### src/rtl/tlb_op_sequencer.sv
// TLB operation sequencer: runs TLBP / TLBR / TLBWI / TLBWR against the CAM
// array, owns the Random register, and stalls lookups while an op is in flight.
//
// state  | meaning
// -------+----------------------------------------------------------------
// IDLE   | waiting for Op_Req; lookups unstalled
// PROBE  | port B borrowed for the latched EntryHi, match vector encoded
// READ   | latched entry contents captured into Read_Data
// WRITE  | one-hot write strobe to the latched entry
// DONE   | Op_Ack pulse; still stalled so no lookup sees a fresh write early
module tlb_op_sequencer #(
  parameter int ENTRIES = 16,
  parameter int IDX_W   = 4
) (
  input  logic                  clock,
  input  logic                  reset_n,
  input  logic                  Op_Req,
  input  logic [1:0]            Op_Code,
  output logic                  Op_Ack,
  output logic                  Busy,
  output logic                  Lookup_Stall,
  input  logic [IDX_W-1:0]      Index_In,
  input  logic [IDX_W-1:0]      Wired_In,
  input  logic                  Wired_Write,
  output logic [IDX_W-1:0]      Random_Out,
  input  logic [26:0]           EntryHi_In,
  input  logic [15:0]           PageMask_In,
  input  logic                  G_In,
  output logic [IDX_W-1:0]      Probe_Index,
  output logic                  Probe_Miss,
  output logic [43:0]           Read_Data,
  input  logic [19:0]           D_VPN,
  input  logic [7:0]            D_ASID,
  output logic [19:0]           Cam_VPN_B,
  output logic [7:0]            Cam_ASID_B,
  input  logic [ENTRIES-1:0]    Cam_Match_B,
  output logic [43:0]           Cam_Data_In,
  output logic [ENTRIES-1:0]    Cam_Write,
  input  logic [ENTRIES*44-1:0] Cam_Data_Out
);

  localparam logic [IDX_W-1:0] RAND_TOP = IDX_W'(ENTRIES - 1);
  localparam logic [IDX_W-1:0] IDX_ONE  = IDX_W'(1);

  typedef enum logic [2:0] {
    S_IDLE  = 3'd0,
    S_PROBE = 3'd1,
    S_READ  = 3'd2,
    S_WRITE = 3'd3,
    S_DONE  = 3'd4
  } state_t;

  state_t             state;
  state_t             state_nxt;
  logic [IDX_W-1:0]   idx_q;
  logic [43:0]        data_q;
  logic [IDX_W-1:0]   hit_idx;
  logic               hit;
  logic               accept;

  assign accept      = (state == S_IDLE) && Op_Req;
  assign Cam_Data_In = data_q;

  // State register.
  always_ff @(posedge clock or negedge reset_n) begin
    if (!reset_n) state <= S_IDLE;
    else          state <= state_nxt;
  end

  // Next-state decode and combinational outputs; Cam_Write is decoded from
  // state so an asynchronous reset removes the strobe immediately.
  always_comb begin
    state_nxt    = state;
    Op_Ack       = 1'b0;
    Busy         = 1'b0;
    Lookup_Stall = 1'b0;
    Cam_Write    = '0;
    Cam_VPN_B    = D_VPN;
    Cam_ASID_B   = D_ASID;
    case (state)
      S_IDLE: begin
        if (Op_Req) begin
          case (Op_Code)
            2'b00:   state_nxt = S_PROBE;
            2'b01:   state_nxt = S_READ;
            default: state_nxt = S_WRITE;
          endcase
        end
      end
      S_PROBE: begin
        Busy         = 1'b1;
        Lookup_Stall = 1'b1;
        Cam_VPN_B    = {data_q[43:25], 1'b0};
        Cam_ASID_B   = data_q[8:1];
        state_nxt    = S_DONE;
      end
      S_READ: begin
        Busy         = 1'b1;
        Lookup_Stall = 1'b1;
        state_nxt    = S_DONE;
      end
      S_WRITE: begin
        Busy         = 1'b1;
        Lookup_Stall = 1'b1;
        Cam_Write    = {{(ENTRIES-1){1'b0}}, 1'b1} << idx_q;
        state_nxt    = S_DONE;
      end
      S_DONE: begin
        Busy         = 1'b1;
        Lookup_Stall = 1'b1;
        Op_Ack       = 1'b1;
        state_nxt    = S_IDLE;
      end
      default: state_nxt = S_IDLE;
    endcase
  end

  // Capture target index and packed entry data at accept; TLBWR takes the
  // Random value of the accept cycle, before any Wired_Write reload lands.
  always_ff @(posedge clock or negedge reset_n) begin
    if (!reset_n) begin
      idx_q  <= '0;
      data_q <= '0;
    end else if (accept) begin
      idx_q  <= (Op_Code == 2'b11) ? Random_Out : Index_In;
      data_q <= {EntryHi_In[26:8], PageMask_In, EntryHi_In[7:0], G_In};
    end
  end

  // Lowest matching entry wins.
  always_comb begin
    hit_idx = '0;
    for (int i = ENTRIES - 1; i >= 0; i--) begin
      if (Cam_Match_B[i]) hit_idx = IDX_W'(i);
    end
  end

  assign hit = |Cam_Match_B;

  // Probe and read results, held until the next op of the same kind.
  always_ff @(posedge clock or negedge reset_n) begin
    if (!reset_n) begin
      Probe_Index <= '0;
      Probe_Miss  <= 1'b0;
      Read_Data   <= '0;
    end else begin
      if (state == S_PROBE) begin
        Probe_Index <= hit ? hit_idx : '0;
        Probe_Miss  <= ~hit;
      end
      if (state == S_READ) begin
        Read_Data <= Cam_Data_Out[int'(idx_q) * 44 +: 44];
      end
    end
  end

  // Random counts down every clock, wrapping to the top at or below Wired.
  always_ff @(posedge clock or negedge reset_n) begin
    if (!reset_n)                                Random_Out <= RAND_TOP;
    else if (Wired_Write || Random_Out <= Wired_In) Random_Out <= RAND_TOP;
    else                                         Random_Out <= Random_Out - IDX_ONE;
  end

endmodule
### config.mk
export PLATFORM = sky130hd
export DESIGN_NAME = tlb_op_sequencer
export DESIGN_NICKNAME = d
export VERILOG_FILES = /design/src/rtl/tlb_op_sequencer.sv
export SDC_FILE = /design/constraint.sdc
export NUM_CORES = 1
export LEC_CHECK = 0
export CORE_AREA = 4 4 366 368
export DETAILED_ROUTE_END_ITERATION = 12
export DIE_AREA = 0 0 370 372
export GPL_TIMING_DRIVEN = 0
export PLACE_DENSITY = 0.41
export SLEW_MARGIN = 10
export SYNTH_ARGS = -nofsm -noshare
export SYNTH_HDL_FRONTEND = slang
export SYNTH_SLANG_ARGS = --single-unit
### constraint.sdc
create_clock -name clock -period 1.69 [get_ports clock]
set_input_delay 0.169 -clock clock [delete_from_list [all_inputs] [get_ports clock]]
set_output_delay 0.169 -clock clock [all_outputs]
set_load 0.01 [all_outputs]
==> flow_results.org <==
** Power
- Combinational logic is responsible for 80.1% of the overall power.
- Net switching is 47.5% of the power.
- For this design the total switching power over the nets is 17.3 mW.
- Leakage power :: 9.76 nW
- Worst voltage drop across the vdd grid :: 532 uV
- Clock power frac :: 7.1%
- Power per Cell Area :: 1420 nW/um2
- Cell internal power was estimated by the tool at 19.2 mW.
- Share of power burned in registers :: 12.8%

** Setup path
- The worst register-to-register path has a setup slack of -0.68 ns.
- Critical Path Fanout Max :: 10
- Class of the most critical setup path :: flop to flop
- Type of element capturing the critical path :: flop
- Walking the worst path, the cells encountered are buf_12 > buf_12 > and3_2 > buf_8 > a222oi_1 > o21ai_1.
- In this design, the critical path's most frequently occurring cell is sky130_fd_sc_hd__buf_12.
- In this run the critical register-to-register path is launched from idx_q[2].
- STA puts the critical path data arrival time at 2.68 ns.
- For the worst setup path, the data required time is 2.00 ns.
- Number of cells on the worst reg-to-reg path :: 6
- Slowest library cell on the worst path :: sky130_fd_sc_hd__a222oi_1
- The worst register-to-register path ends at Read_Data[26].
- Crit start category :: flop
- The most critical setup path has its endpoint at Read_Data[26].
- On the worst path, the slowest cell contributes a delay of 0.76 ns.
- Launch point of the worst path :: idx_q[2]

** Outcome
- Violations in the final reports :: setup timing
- Result of the run :: complete, but fails checks

** Synth
- After synthesis, the share of flip-flops with an asynchronous set or reset is 100%.
- In this run the cell area of the synthesized design comes to 9940 um2.
- For this run, the leading register cell type out of synthesis is sky130_fd_sc_hd__dfrtp_1.
- Counting flops with a built-in enable in the synthesized netlist gives 0.
- Gate count after technology mapping :: 953
- Cell variety after synth :: 54
- In the post-synthesis netlist, the biggest area contributors are sky130_fd_sc_hd__dfrtp_1, sky130_fd_sc_hd__mux4_2, sky130_fd_sc_hd__mux2_2, sky130_fd_sc_hd__o22ai_1, sky130_fd_sc_hd__a222oi_1.
- When the netlist entered floorplanning its net count stood at 1,764.
- Yosys printed 0 warnings.
- Summing the sequential cell areas from Yosys gives 26.2% of the chip area.
- Of the post-synthesis cell area, the dominant cell type holds 25.2%.
- Cell taking the most area after synthesis :: sky130_fd_sc_hd__dfrtp_1
- Counting flops and latches in the post-synthesis netlist gives 104.
- Mean Syn Cell Area :: 10.4 um2

** Clock network
- At the later pin of the worst-skew pair, clock insertion delay measures 0.46 ns.
- Maximum level of the CTS H-tree :: 3
- Clock tree from TritonCTS :: yes
- Number of buffers on the longest clock path :: 2
- Cell chosen for the clock root :: sky130_fd_sc_hd__clkbuf_16
- Clock-pin slew reported for the worst setup and hold paths after clock tree synthesis :: 0.11 ns
- CTS saw 104 sinks.
- Clock tree synthesis inserted a total of 9 buffers.

** Die
- Once the floorplan was initialized, standard cells occupied 7.60% of the core.
- Core outline area :: 131,000 um2
- Site row count :: 133
- Die footprint :: 138,000 um2
- Number of placed I/O pins :: 950
- X dimension of the die :: 370 um
- Vertical die dimension :: 372 um

** Placement
- At the placement stage, the worst setup path has a slack of -2.45 ns.
- Port buffering added 949 buffers.
- The wire-length estimate of the detail-placed layout is 106,000 um.
- GP Congestion :: 0.857
- Number of cells in the design after placement :: 3,658
- Once placement finished, the instance area stood at 21,700 um2.

** Cells and area
- Post-layout net count :: 2,879
- Share of cells above drive strength 1 :: 33.9%
- Summing all non-filler instances in the final layout gives an area of 25,700 um2.
- The count of cells in the finished layout, fillers not included, comes to 3,844.
- Area Overhead vs Synth :: 159%

** STA
- Max-slew headroom :: 44.5%
- Slew @ Worst Pin :: 0.832 ns
- The count of final max-slew check failures came to 0.
- Final number of setup-violating endpoints :: 136
- The final hold violation count came to 0.
- Setup repair after global routing missed its margin :: true
- Time the final worst path needs with I/O delays and setup :: 2.37 ns
- Final critical-path share of the clock period :: 140%
- Clock Skews :: 0.0265 ns
- Based on the critical path, the design can be clocked at up to 422 MHz.
- Final WS setup :: -0.677 ns

** Job
- The tool flagged a number of max-cap violations equal to 0.

** Detailed routing
- Total length of routed wires :: 130,000 um
- In the final routed layout, each cell accounts on average for 33.8 um.
- Summing over every cut layer, the via total after detailed routing is 14,139.
- Post-DR vias/cell :: 3.68
- Detailed route wirelength on metal3 :: 11,800 um
- Iteration-0 DRC count of the detailed router :: 1,011
- Highest signal layer in the routed design :: met5
- The first detailed-routing pass took 8 iterations.
- Met1 Wirelength :: 53,700 um
- For this run, design rule violations remaining after detail routing come to 0.
- Amount of wire on met2 after detailed routing :: 61,800 um
- Number of nets still failing antenna checks after routing :: 0

** GRT
- The via count of the first global-routing pass is 14,400.
- The first global-routing pass estimated 156,000 um of wire.
- Entering global routing, the biggest net connects 54 pins.
- Antenna violations before repair :: 56
- After global routing the overflow that remains totals 0.
- In the global route stage, overall resource usage came out at 17.7%.

** Hold path
- The worst hold path belongs to the class input port to async pin.
-- per-stage QoR --
stage	hold WS, ns	setup TNS, ns	power, mW	util (%)
2_1_floorplan	-0.127	-0.00429	13.8	-
6_report	0.231	-48.46	36.5	19.7
4_1_cts	0.214	-56.08	34.7	18.6
5_1_grt	0.259	-61.22	38.3	19.6
3_3_place_gp	0.461	-701.67	26.9	16.5
3_5_place_dp	0.148	-150.35	26.8	16.6
-- sequential cells by signal, indices dropped and copies added, names as in the netlist --
| register | flops |
|---|---|
| idx_q | 4 |
| Random_Out | 4 |
| Probe_Index | 4 |
| state | 3 |
| Read_Data | 44 |
| Probe_Miss | 1 |
| Cam_Data_In | 44 |
-- critical path, delay by kind of cell (launching register included) --
kind | cells | cell delay, ns
DFF | 1 | 0.40
buffers and inverters | 3 | 0.56
and+or+nand+nor | 1 | 0.32
AOI/OAI and AO/OA | 2 | 0.92
-- worst min path at each step --
stage | endpoint | slack (ns) | cells past startpoint
2_1_floorplan | Cam_Data_In[0] | -0.13 | 0
3_3_place_gp | Random_Out[0] | 0.46 | 1
3_5_place_dp | Cam_Data_In[5] | 0.15 | 1
4_1_cts | Cam_Data_In[5] | 0.21 | 2
5_1_grt | Cam_Data_In[5] | 0.26 | 2
6_report | Cam_Data_In[5] | 0.23 | 2
-- synthesized netlist by cell type, drive strengths merged, types with 2 or more instances --
library cell / instances
mux2: 139
nand2: 107
dfrtp: 100
mux4: 87
o22ai: 74
buf: 72
nor2b: 44
a211oi: 43
nor2: 42
a222oi: 41
clkbuf: 31
o21ai: 31
a211o: 27
o41ai: 14
o22a: 13
inv: 10
nand2b: 8
nor3: 8
a21oi: 7
ha: 5
mux2i: 5
dfstp: 4
nand3: 4
nor3b: 3
o31ai: 3
or3: 3
xnor2: 3
and2: 2
and3: 2
nand4: 2
nor4: 2
o21a: 2
o31a: 2
-- per-layer routing --
| metal | up-vias | GRT usage, % |
|---|---|---|
| met2 | 753 | 29.2 |
| li1 | 6098 | - |
| met1 | 7112 | 21.7 |
| met3 | 132 | 6.65 |
| met5 | - | 0 |
| met4 | 44 | 4.35 |
-- power groups by stage --
stage / Combinational, mW / Sequential [mW] / Clock, mW
finish: 29.3 / 4.66 / 2.61
global route: 30.7 / 4.82 / 2.80
CTS: 27.4 / 4.54 / 2.77
detailed placement: 22.2 / 4.60 / 0
global placement: 22.3 / 4.58 / 0
floorplan: 8.96 / 4.82 / 0
-- logic make-up (layout without fill, tap and decap cells) --
kind of cell | after synthesis | after routing | synth area share, %
compound gates | 267 | 267 | 20.1
xor+xnor | 3 | 3 | 0.264
fa+ha+maj | 5 | 5 | 0.629
buf+inv | 113 | 1233 | 6.09
flops | 104 | 104 | 26.2
mux | 231 | 231 | 36.0
other cells | 0 | 16 | 0
simple gates | 230 | 230 | 10.7
-- cell usage in the layout, fill, tap and decap left out, types with 41 or more instances in the layout --
master / synthesis / final
sky130_fd_sc_hd__dfrtp_1: 100 / 94
sky130_fd_sc_hd__a222oi_1: 41 / 41
sky130_fd_sc_hd__mux2_2: 139 / 90
sky130_fd_sc_hd__mux2_4: 0 / 49
sky130_fd_sc_hd__buf_6: 8 / 87
sky130_fd_sc_hd__buf_12: 0 / 43
sky130_fd_sc_hd__nand2_2: 1 / 43
sky130_fd_sc_hd__mux4_2: 87 / 87
sky130_fd_sc_hd__dlygate4sd2_1: 0 / 41
sky130_fd_sc_hd__o22ai_1: 74 / 68
sky130_fd_sc_hd__buf_4: 12 / 80
sky130_fd_sc_hd__nor2b_1: 44 / 43
sky130_fd_sc_hd__clkdlybuf4s50_1: 0 / 858
-- layout make-up --
type,instances,area (um2)
fillers,14484,105000
repair buffers,1110,11500
multi-input cells,736,7740
flip-flops and latches,104,2620
well taps,1755,2200
plain buffers,97,1340
clock buffers,9,225
clock inverters,7,63.8
inverters,10,45.0
diodes,16,40.0
-- timing repair --
action	CTS	global route
setup endpoints to repair	181	149
hold buffers	1	0
pin swaps	67	75
resized for setup	659	220
endpoints found under the hold margin	51	0
buffers inserted	95	58
gates cloned	8	8
Power figures use the tool's default switching activity.
